`src/rtl/solver_ctrl.sv`:
```
// Batch sequencer for the four-stage solver bit pipeline.
// Accepts operand sets over valid/ready and drives the shared stage-register load enable.
// Tracks live pipeline slots, flags a valid result at the tail and stalls on backpressure.
// Runs a programmed batch length to completion, then pulses done.
module solver_ctrl #(
  parameter int unsigned DEPTH = 4,
  parameter int unsigned CNT_W = 8
) (
  input  logic             clock,
  input  logic             clear,
  input  logic             start,
  input  logic [CNT_W-1:0] batch_len,
  input  logic             in_valid,
  output logic             in_ready,
  output logic             out_valid,
  input  logic             out_ready,
  output logic             load,
  output logic             busy,
  output logic             done,
  output logic [CNT_W-1:0] issued,
  output logic [CNT_W-1:0] retired
);

  typedef enum logic [1:0] {
    StIdle  = 2'd0,
    StRun   = 2'd1,
    StDrain = 2'd2,
    StDone  = 2'd3
  } state_e;

  localparam logic [CNT_W-1:0] CntOne  = CNT_W'(1);
  localparam logic [CNT_W-1:0] CntZero = '0;

  state_e           state_q, state_d;
  logic [CNT_W-1:0] len_q, len_d;
  logic [CNT_W-1:0] issued_q, issued_d;
  logic [CNT_W-1:0] retired_q, retired_d;
  logic [DEPTH-1:0] vld_q, vld_d;

  logic             st_run;
  logic             st_active;
  logic             stall;
  logic             in_hs;
  logic             out_hs;
  logic             last_in;
  logic             last_out;
  logic [DEPTH:0]   vld_shift;

  // Handshake and pipeline-enable decode; in_valid reaches only next-state logic.
  always_comb begin
    st_run    = (state_q == StRun);
    st_active = (state_q == StRun) || (state_q == StDrain);
    out_valid = vld_q[DEPTH-1] & st_active;
    stall     = out_valid & ~out_ready;
    load      = st_active & ~stall;
    in_ready  = st_run & load & (issued_q < len_q);
    in_hs     = in_valid & in_ready;
    out_hs    = out_valid & out_ready;
    busy      = st_active;
    done      = (state_q == StDone);
    issued    = issued_q;
    retired   = retired_q;
    // The handshake that brings a counter up to the batch length.
    last_in   = in_hs && ((issued_q + CntOne) == len_q);
    last_out  = out_hs && ((retired_q + CntOne) == len_q);
    // New slot enters at bit 0; the tail slot falls off the top.
    vld_shift = {vld_q, in_hs};
  end

  // Next-state for FSM, batch length, counters and live-slot vector.
  always_comb begin
    state_d   = state_q;
    len_d     = len_q;
    issued_d  = issued_q;
    retired_d = retired_q;
    vld_d     = vld_q;

    unique case (state_q)
      StIdle: begin
        if (start) begin
          len_d     = batch_len;
          issued_d  = CntZero;
          retired_d = CntZero;
          vld_d     = '0;
          state_d   = (batch_len == CntZero) ? StDone : StRun;
        end
      end

      StRun, StDrain: begin
        if (load) begin
          vld_d = vld_shift[DEPTH-1:0];
        end
        if (in_hs) begin
          issued_d = issued_q + CntOne;
        end
        if (out_hs) begin
          retired_d = retired_q + CntOne;
        end
        // Completion wins over the switch to draining.
        if (last_out) begin
          state_d = StDone;
        end else if (st_run && last_in) begin
          state_d = StDrain;
        end
      end

      StDone: begin
        state_d = StIdle;
      end

      default: begin
        state_d = StIdle;
      end
    endcase
  end

  // State registers, cleared asynchronously together with the solver stages.
  always_ff @(posedge clock or negedge clear) begin
    if (!clear) begin
      state_q   <= StIdle;
      len_q     <= '0;
      issued_q  <= '0;
      retired_q <= '0;
      vld_q     <= '0;
    end else begin
      state_q   <= state_d;
      len_q     <= len_d;
      issued_q  <= issued_d;
      retired_q <= retired_d;
      vld_q     <= vld_d;
    end
  end

`ifndef SYNTHESIS
  // Counters never overrun the batch and never retire more than issued.
  a_issued_le_len : assert property (@(posedge clock) disable iff (!clear)
    issued_q <= len_q);
  a_retired_le_issued : assert property (@(posedge clock) disable iff (!clear)
    retired_q <= issued_q);
  // done is a single-cycle pulse.
  a_done_pulse : assert property (@(posedge clock) disable iff (!clear)
    done |=> !done);
  // Under backpressure the pipeline and the presented result hold.
  a_stall_hold : assert property (@(posedge clock) disable iff (!clear)
    stall |=> ($stable(vld_q) && out_valid));
  // The pipeline only advances while a batch is active.
  a_load_busy : assert property (@(posedge clock) disable iff (!clear)
    load |-> busy);
`endif

endmodule

```
`config.mk`:
```
export PLATFORM = sky130hd
export DESIGN_NAME = solver_ctrl
export DESIGN_NICKNAME = d
export VERILOG_FILES = /design/src/rtl/solver_ctrl.sv
export SDC_FILE = /design/constraint.sdc
export NUM_CORES = 1
export LEC_CHECK = 0
export BUFFER_PORTS_ARGS = -buffer_cell sky130_fd_sc_hd__buf_2
export CAP_MARGIN = 5
export CORE_AREA = 2 2 65 67
export DETAILED_ROUTE_END_ITERATION = 8
export DIE_AREA = 0 0 67 69
export PLACE_DENSITY = 0.87
export SLEW_MARGIN = 20
export SYNTH_ARGS = -nofsm -noshare
export SYNTH_HDL_FRONTEND = slang
export SYNTH_SLANG_ARGS = --single-unit
```
`constraint.sdc`:
```
create_clock -name clock -period 3.4 [get_ports clock]
set_input_delay 0.68 -clock clock [delete_from_list [all_inputs] [get_ports clock]]
set_output_delay 0.68 -clock clock [all_outputs]
set_load 0.01 [all_outputs]
```
==> results of run 1 <==
## per-stage QoR
step           power, mW  hold slack [ns]  cell area (µm²)  utilization (%)  std cells
6_report            1.93            0.436             2370             60.6        310
5_1_grt             2.08            0.474             2370             60.6        310
4_1_cts             1.93            0.447             2370             60.6        310
3_5_place_dp        1.61            0.511             2280             58.2        302
3_3_place_gp        1.56            0.504             2280             58.2        302
2_1_floorplan       1.34            0.384             2070                -        223
## worst register-to-register path, stage by stage, from the launching register on
cell and delay [ns]:
dfrtp_1 0.38, inv_1 0.07, ha_1 0.52, inv_4 0.13
nor2_4 0.13, nand4b_1 0.11, or3b_4 0.41, o21ai_0 0.45
o21ai_0 0.23, a22o_1 0.27
## state kept, by name, indices dropped and copies added (netlist names)
| name | count |
|---|---|
| issued | 8 |
| len_q | 8 |
| retired | 8 |
| vld_q | 4 |
| state_q | 2 |
## per-layer routing
metal  GRT usage, %  up-vias  wire length (µm)
met2           37.3       65              2450
li1               -      880                 -
met3           6.36       10               358
met5              0        -                 0
met1           34.5      882              2300
met4           9.52        0                81
## power groups by stage
stage	sequential (mW)	combinational [mW]	clock (mW)
6_report	0.640	0.988	0.305
5_1_grt	0.661	1.09	0.331
4_1_cts	0.636	0.981	0.311
3_5_place_dp	0.643	0.967	0
3_3_place_gp	0.635	0.925	0
2_1_floorplan	0.607	0.737	0
## cells in the mapped netlist (3+ instances only)
library cell	count
or4_1	3
o31ai_1	4
ha_1	13
nand2_1	19
nor3_1	3
mux2_2	8
mux2i_1	3
a21oi_1	9
xor2_1	6
nor3b_1	3
nor2b_1	4
nand3_1	9
o21ai_0	20
nor2_1	12
inv_1	12
and3_1	3
dfrtp_1	30
xnor2_1	15
## layout make-up
| cell class | count | area, µm² |
|---|---|---|
| Clock inverter | 2 | 12.5 |
| Multi-Input combinational cell | 176 | 1250 |
| Timing Repair Buffer | 33 | 165 |
| Inverter | 13 | 51.3 |
| Tap cell | 50 | 62.6 |
| Clock buffer | 6 | 82.6 |
| Sequential cell | 30 | 751 |
| Fill cell | 359 | 1540 |
## path summary, 6_finish.rpt
path                       depth (start not counted)                endpoint  slack [ns]                    from
setup / recovery                                   9   issued[6]$_DFFE_PN0P_        0.61  state_q[0]$_DFFE_PN0P_
hold / removal                                     1   issued[1]$_DFFE_PN0P_        0.44                   clear
setup reg to reg                                   9   issued[6]$_DFFE_PN0P_        0.61  state_q[0]$_DFFE_PN0P_
hold reg to reg                                    1  retired[7]$_DFFE_PN0P_        0.52  retired[7]$_DFFE_PN0P_
max in group asynchronous                          1   issued[6]$_DFFE_PN0P_        2.51                   clear
min in group clock                                 1  retired[7]$_DFFE_PN0P_        0.52  retired[7]$_DFFE_PN0P_
## logic make-up after synthesis
| kind of cell | Yosys count | synth area share (%) |
|---|---|---|
| compound gates | 56 | 17.0 |
| xor+xnor | 22 | 9.66 |
| fa+ha+maj | 13 | 7.85 |
| buf+inv | 17 | 3.62 |
| flops | 30 | 36.2 |
| mux | 11 | 5.79 |
| simple gates | 74 | 19.9 |
==> results.json, run 1 <==
{
  "synthArstFlopShare_pct": 100,
  "synth_seq_cells": 30,
  "worst_slew_pin_slew_ns": 0.699,
  "status": "finished, final reports clean",
  "ys.flop_type": "dfrtp_1",
  "grt_usage_pct": 25.0,
  "worstSetupEndpointType": "flip-flop",
  "wirelength_um": 5200,
  "hold_viol": 0,
  "setup_ws_ns": 0.605,
  "max_stage_delay_ns": 0.52,
  "path_delay_family": "compound AO/OA/AOI/OAI gates",
  "yosys.area.top_type": "dfrtp_1",
  "cts_buffer_depth": 2,
  "port_buffers": 33,
  "synth_seq_area_share_pct": 36.2,
  "overflow": 0,
  "antenna_found_initial": 0,
  "peakVddDrop_uv": 617,
  "dieArea_um2": 4620,
  "drv_slew": 0,
  "fin_nets": 285,
  "period_needed_ns": 2.79,
  "vias": 1837,
  "hold_path.class": "in -> async",
  "ant_nets": 0,
  "synth_edf_count": 0,
  "cts-root-buf": "clkbuf_8",
  "cts.sinks": 30,
  "clk-insertion-delay-late_ns": 0.29,
  "power_density_nw_per_um2": 815,
  "drc_errors": 0,
  "avgRoutedWirePerCell_um": 16.8,
  "synth.net_count": 249,
  "cp_max_fo": 11,
  "max_slew_margin_pct": 53.4,
  "power.leakage_nw": 1.09,
  "p_seq_share_pct": 33.1,
  "sw_frac_of_total_pct": 44.8,
  "synth_area_um2": 2070,
  "setup_viol": 0,
  "cap_violations": 0,
  "viasPerCell": 5.93,
  "fin_skew_ns": 0.00856,
  "cts_htree_levels": 2,
  "start_util_pct": 53.0,
  "cts.hold.buffers_added": 0,
  "die_x_um": 67,
  "grt_max_degree": 31,
  "cts_resized": 0,
  "postCtsSetupBuffers": 0,
  "grt_pass1_vias": 1793,
  "area_growth_pct": 14.4,
  "ys_types": 51,
  "worstPathArrival_ns": 2.97,
  "pwr-share-clk_pct": 15.8,
  "grt_pass1_wl_um": 8710,
  "avgSynthCellArea_um2": 9.30,
  "synth_top_area_share_pct": 36.2,
  "path_cells": "inv_1, ha_1, inv_4, nor2_4, nand4b_1, or3b_4, o21ai_0, o21ai_0, a22o_1",
  "core-area_um2": 3910,
  "cts_tree": "yes",
  "fin_crit_sh_pct": 82.2,
  "critPathRequiredTime_ns": 3.58,
  "rsz0062_at_grt": "no",
  "num_rows": 23,
  "critical_path_class": "reg -> reg",
  "layout_common_cells": "33 x buf_2, 30 x dfrtp_1, 20 x o21ai_0",
  "pin_count": 34,
  "p_switching_mw": 0.866,
  "die_h_um": 69,
  "gp_congestion": 0.936,
  "combPwrFrac_pct": 51.1,
  "cpMaxStageDelayCell": "ha_1",
  "clkTransAtPathRegs_ns": 0.06,
  "final_common_cell": "buf_2",
  "timing.fmax_mhz": 358,
  "dr.pass1.iters": 4,
  "dp_hpwl_um": 3800,
  "crit_path_frequent_cell": "o21ai_0",
  "syn_inst": 223,
  "drtIter0Drc": 136,
  "antenna_cells": 0,
  "crit_buf_inv": 2,
  "drive_gt1_share_pct": 21.5,
  "internal_power_mw": 1.07,
  "synth_area_leaders": "dfrtp_1 36%, ha_1 7.8%, xnor2_1 6.3%",
  "cts_inserted_buffers": 5,
  "dp_slack_ns": 0.697,
  "worst_setup_path_start_kind": "flip-flop",
  "ys_warn_count": 0,
  "setup_tns_ns": 0
}
Note: power is estimated with default switching activity, not from simulation.
==> inputs of run 2 (changes only) <==
==> constraint.sdc (replaced) <==
create_clock -name clock -period 2.75 [get_ports clock]
set_input_delay 0.55 -clock clock [delete_from_list [all_inputs] [get_ports clock]]
set_output_delay 0.55 -clock clock [all_outputs]
set_load 0.01 [all_outputs]
==> run 2 against run 1 <==
  * Register-to-register slack worse by 0.39 ns
  * Clock-buffer cell count is 1 lower
  * Critical path depth is 2 lower
  * Combinational power is 24% higher
  * Clock skew is 0.0019 ns lower
  * Core utilization is 0.22 points higher
  * Highest routed layer unchanged
  * Largest cell class unchanged
  * Routed wire length is 8.2% lower
  * Global-route usage is 1.0 points lower
  * Largest power group unchanged
  * Die area stayed put
  * Sequential share of layout area is 0.12 points lower
  * Clock power is 9.8% higher
==> results.json, run 2 (same netlist as run 1, synthesis figures left out) <==
{
  "status": "finished, final reports clean",
  "cap_violations": 0,
  "worst_setup_path_start_kind": "flip-flop",
  "cp_max_fo": 9,
  "wirelength_um": 4770,
  "grt_pass1_vias": 1781,
  "antenna_found_initial": 0,
  "power_mw": 2.33,
  "viasPerCell": 5.83,
  "internal_power_mw": 1.31,
  "clk-insertion-delay-late_ns": 0.29,
  "dr.pass1.iters": 4,
  "postCtsSetupBuffers": 0,
  "clkTransAtPathRegs_ns": 0.06,
  "dp_hpwl_um": 3650,
  "fin_nets": 288,
  "antenna_cells": 0,
  "dp_slack_ns": 0.222,
  "cts_inserted_buffers": 5,
  "die_h_um": 69,
  "drtIter0Drc": 122,
  "fin_skew_ns": 0.00671,
  "pin_count": 34,
  "setup_tns_ns": 0,
  "power_density_nw_per_um2": 980,
  "period_needed_ns": 2.54,
  "gp_congestion": 0.890,
  "cts_tree": "yes",
  "pwr-share-clk_pct": 14.4,
  "grt_usage_pct": 23.9,
  "p_seq_share_pct": 32.9,
  "holdWs_ns": 0.296,
  "avgRoutedWirePerCell_um": 15.3,
  "worst_slew_pin_slew_ns": 0.677,
  "timing.fmax_mhz": 394,
  "critical_path_class": "reg -> reg",
  "die_x_um": 67,
  "critPathRequiredTime_ns": 2.95,
  "drv_slew": 0,
  "vias": 1819,
  "dieArea_um2": 4620,
  "grt_max_degree": 31,
  "cpMaxStageDelayCell": "dfrtp_1",
  "sw_frac_of_total_pct": 44.0,
  "ant_nets": 0,
  "dp.cells": 305,
  "max_slew_margin_pct": 54.9,
  "area_growth_pct": 14.8,
  "drive_gt1_share_pct": 22.5,
  "path_cells": "ha_1, a211oi_1, a21oi_1, or3b_4, or2_1, or3_1, o21ai_1",
  "start_util_pct": 53.0,
  "layout_common_cells": "33 x buf_2, 30 x dfrtp_1, 19 x nand2_1, 19 x o21ai_0, 15 x xnor2_1",
  "cts_htree_levels": 2,
  "grt_pass1_wl_um": 8520,
  "fin_cells": 312,
  "peakVddDrop_uv": 691,
  "num_rows": 23,
  "combPwrFrac_pct": 52.7,
  "drc_errors": 0,
  "dpl_cell_area_um2": 2300,
  "hold_viol": 0,
  "setup_viol": 0,
  "rsz0062_at_grt": "no",
  "final_common_cell": "buf_2",
  "max_stage_delay_ns": 0.49,
  "worstSetupEndpointType": "flip-flop",
  "cts_buffer_depth": 2,
  "cts.sinks": 30,
  "hold_path.class": "in -> async",
  "overflow": 0,
  "setup_ws_ns": 0.213,
  "port_buffers": 33,
  "core-area_um2": 3910,
  "p_switching_mw": 1.03,
  "fin_area_um2": 2380,
  "fin_util_pct": 60.8,
  "cts-root-buf": "clkbuf_8",
  "power.leakage_nw": 1.10,
  "worstPathArrival_ns": 2.74,
  "fin_crit_sh_pct": 92.3
}
==> run 2: cell types whose count changed in the layout (fill, tap and decap cells not counted) <==
| cell | change |
|---|---|
| nor2_2 | +1 |
| nor2_1 | -1 |
| o21ai_1 | +1 |
| clkinvlp_4 | -1 |
| o21ai_0 | -1 |
| clkinv_2 | +1 |
| buf_4 | +3 |
| clkbuf_8 | -1 |
==> run 2: worst max-delay path: cells and delay by family, from the launching register on <==
kind            cells  cell delay, ns
compound gates      3            0.47
fa+ha+maj           1            0.35
flops               1            0.49
simple gates        3            1.15
==> run 2: worst paths after layout <==
kind                                   startpoint                      to  slack, ns  depth (start not counted)
max                         issued[3]$_DFFE_PN0P_   issued[3]$_DFFE_PN0P_       0.21                          7
min                                         clear   issued[7]$_DFFE_PN0P_       0.30                          1
max reg2reg                 issued[3]$_DFFE_PN0P_   issued[3]$_DFFE_PN0P_       0.21                          7
min reg2reg                retired[7]$_DFFE_PN0P_  retired[7]$_DFFE_PN0P_       0.52                          1
max in group asynchronous                   clear    len_q[1]$_DFFE_PN0P_       2.02                          1
min in group clock                   batch_len[4]    len_q[4]$_DFFE_PN0P_       0.51                          2
==> run 2: timing repair <==
item,4_1_cts,5_1_grt
endpoints found under the hold margin,0,0
endpoints found under the setup margin,0,4
hold buffers,0,0
gates resized for setup,0,2
==> run 2: layout make-up <==
cell class              instances  area [µm²]
clock buffers                   5        68.8
clock inverters                 2        10.0
inverters                      13        51.3
flip-flops and latches         30         751
multi-input cells             176        1250
fillers                       370        1530
repair buffers                 36         188
well taps                      50        62.6
==> run 2: power groups by stage <==
stage	logic, mW	clock network (mW)	registers, mW
after global placement	1.19	0	0.769
after floorplan	0.911	0	0.751
after global routing	1.39	0.365	0.795
after detailed placement	1.22	0	0.774
after CTS	1.22	0.342	0.767
final	1.23	0.335	0.767
==> run 2: metal layers <==
metal | part of all wire, % | global-route usage [%] | vias up
li1 | - | - | 884
met1 | 45 | 34.0 | 857
met2 | 46 | 35.0 | 66
met3 | 7.0 | 5.71 | 12
met4 | 2.2 | 9.07 | 0
met5 | 0 | 0 | -
==> inputs of run 3 (changes only) <==
--- a/config.mk
+++ b/config.mk
@@ -5,12 +5,12 @@
 export SDC_FILE = /design/constraint.sdc
 export NUM_CORES = 1
 export LEC_CHECK = 0
-export BUFFER_PORTS_ARGS = -buffer_cell sky130_fd_sc_hd__buf_2
+export BUFFER_PORTS_ARGS = -buffer_cell sky130_fd_sc_hd__clkbuf_2
 export CAP_MARGIN = 5
 export CORE_AREA = 2 2 65 67
 export DETAILED_ROUTE_END_ITERATION = 8
 export DIE_AREA = 0 0 67 69
-export PLACE_DENSITY = 0.87
+export PLACE_DENSITY_LB_ADDON = 0.25
 export SLEW_MARGIN = 20
 export SYNTH_ARGS = -nofsm -noshare
 export SYNTH_HDL_FRONTEND = slang
==> run 3 against run 2 <==
  * Global-route usage is 0.53 points lower
  * Sequential power is 2% lower
  * Die area stayed put
  * Register-to-register slack better by 0.08 ns
  * Cell count is 1.3% higher
  * Core utilization is 0.83 points higher
  * Via count is 1.4% lower
  * Worst hold slack better by 0.033 ns
  * Highest routed layer unchanged
  * Largest power group unchanged
  * Total power is 2.2% higher
==> results.json, run 3 (same netlist as run 1, synthesis figures left out) <==
{
  "status": "finished, final reports clean",
  "vias": 1793,
  "grt_pass1_vias": 1735,
  "die_h_um": 69,
  "num_rows": 23,
  "path_cells": "inv_1, ha_1, nor2b_1, o211ai_1, a21oi_1, or3b_4, or2_1, or3_1, o21ai_1",
  "gp_congestion": 0.862,
  "period_needed_ns": 2.46,
  "wirelength_um": 4780,
  "core-area_um2": 3910,
  "area_growth_pct": 16.4,
  "cts.hold.buffers_added": 0,
  "critPathRequiredTime_ns": 2.97,
  "worst_slew_pin_slew_ns": 0.773,
  "path_delay_family": "simple AND/OR/NAND/NOR gates",
  "drtIter0Drc": 68,
  "clkTransAtPathRegs_ns": 0.07,
  "fin_cells": 316,
  "power.leakage_nw": 1.11,
  "dieArea_um2": 4620,
  "hold_viol": 0,
  "max_slew_margin_pct": 48.5,
  "antenna_found_initial": 0,
  "worst_setup_path_start_kind": "flip-flop",
  "setup_tns_ns": 0,
  "final_common_cell": "clkbuf_2",
  "grt_max_degree": 31,
  "ant_nets": 0,
  "worstSetupEndpointType": "flip-flop",
  "dp_hpwl_um": 3680,
  "crit_buf_inv": 1,
  "antenna_cells": 0,
  "cts_buffer_depth": 2,
  "layout_common_cells": "33 x clkbuf_2, 30 x dfrtp_1, 19 x nand2_1, 19 x o21ai_0, 15 x xnor2_1",
  "max_stage_delay_ns": 0.43,
  "avgRoutedWirePerCell_um": 15.1,
  "r2r_setup_slack_ns": 0.29,
  "dr.pass1.iters": 4,
  "cts_inserted_buffers": 5,
  "pin_count": 34,
  "fillers": 378,
  "cts-root-buf": "clkbuf_8",
  "peakVddDrop_uv": 672,
  "dp.cells": 308,
  "fin_crit_sh_pct": 89.3,
  "grt_usage_pct": 23.4,
  "cp_max_fo": 7,
  "setup_viol": 0,
  "cpMaxStageDelayCell": "or3b_4",
  "hold_path.class": "in -> async",
  "drc_errors": 0,
  "worstPathArrival_ns": 2.67,
  "cts_resized": 0,
  "drive_gt1_share_pct": 22.9,
  "fin_nets": 291,
  "cts_htree_levels": 2,
  "clk-insertion-delay-late_ns": 0.29,
  "power_mw": 2.38,
  "port_buffers": 33,
  "drv_slew": 0,
  "holdWs_ns": 0.329,
  "start_util_pct": 53.0,
  "die_x_um": 67,
  "seq_area_um2": 751,
  "viasPerCell": 5.67,
  "overflow": 0,
  "power_density_nw_per_um2": 987,
  "timing.fmax_mhz": 407,
  "cap_violations": 0,
  "rsz0062_at_grt": "no",
  "cts.sinks": 30,
  "grt_pass1_wl_um": 8310,
  "postCtsSetupBuffers": 0,
  "cts_tree": "yes",
  "multiInputGateArea_um2": 1250,
  "critical_path_class": "reg -> reg",
  "fin_skew_ns": 0.00324
}
## run 3: changes by cell type in the layout (fill, tap and decap cells not counted)
cell	delta
buf_2	-33
buf_4	+3
clkbuf_1	+1
clkbuf_2	+33
clkbuf_8	+1
clkinv_2	-1
nor2_1	+1
nor2_2	-1
## run 3: area by class of cell
cell class,instances,area share (%)
clock inverters,1,0.207
repair buffers,39,8.71
flip-flops and latches,30,31.1
well taps,50,2.59
inverters,13,2.13
clock buffers,7,3.58
multi-input cells,176,51.7
## run 3: path summary, 6_finish.rpt
check                      cells after the start                endpoint                   start
setup / recovery                               9   issued[3]$_DFFE_PN0P_    len_q[1]$_DFFE_PN0P_
setup reg to reg                               9   issued[3]$_DFFE_PN0P_    len_q[1]$_DFFE_PN0P_
min in group clock                             2    len_q[3]$_DFFE_PN0P_            batch_len[3]
hold reg to reg                                1  retired[7]$_DFFE_PN0P_  retired[7]$_DFFE_PN0P_
max in group asynchronous                      1  retired[1]$_DFFE_PN0P_                   clear
hold / removal                                 1   issued[2]$_DFFE_PN0P_                   clear
## run 3: metrics by stage
step / instance area (µm²) / util [%] / setup slack, ns
6_report: 2410 / 61.7 / 0.295
5_1_grt: 2410 / 61.7 / 0.117
4_1_cts: 2410 / 61.7 / 0.242
3_5_place_dp: 2320 / 59.3 / 0.259
3_3_place_gp: 2320 / 59.3 / 0.259
2_1_floorplan: 2070 / - / 0.330
## run 3: power breakdown
part | total [mW] | switching (mW) | internal [mW]
sequential | 0.755 | 0.178 | 0.577
clock | 0.378 | 0.176 | 0.202
combinational | 1.25 | 0.679 | 0.570
## run 3: routing by layer
layer	part of all wire, %	up-vias	track usage (%)
met5	0	-	0
met3	5.1	8	5.55
met1	48	837	33.3
li1	-	896	-
met2	45	52	34.4
met4	1.8	0	8.16
## run 3: worst reg2reg max path, delay by kind of cell, from the launching register on
kind / cells / cell delay (ns)
simple gates: 4 / 1.27
flops: 1 / 0.42
compound gates: 3 / 0.34
fa+ha+maj: 1 / 0.27
buf+inv: 1 / 0.07
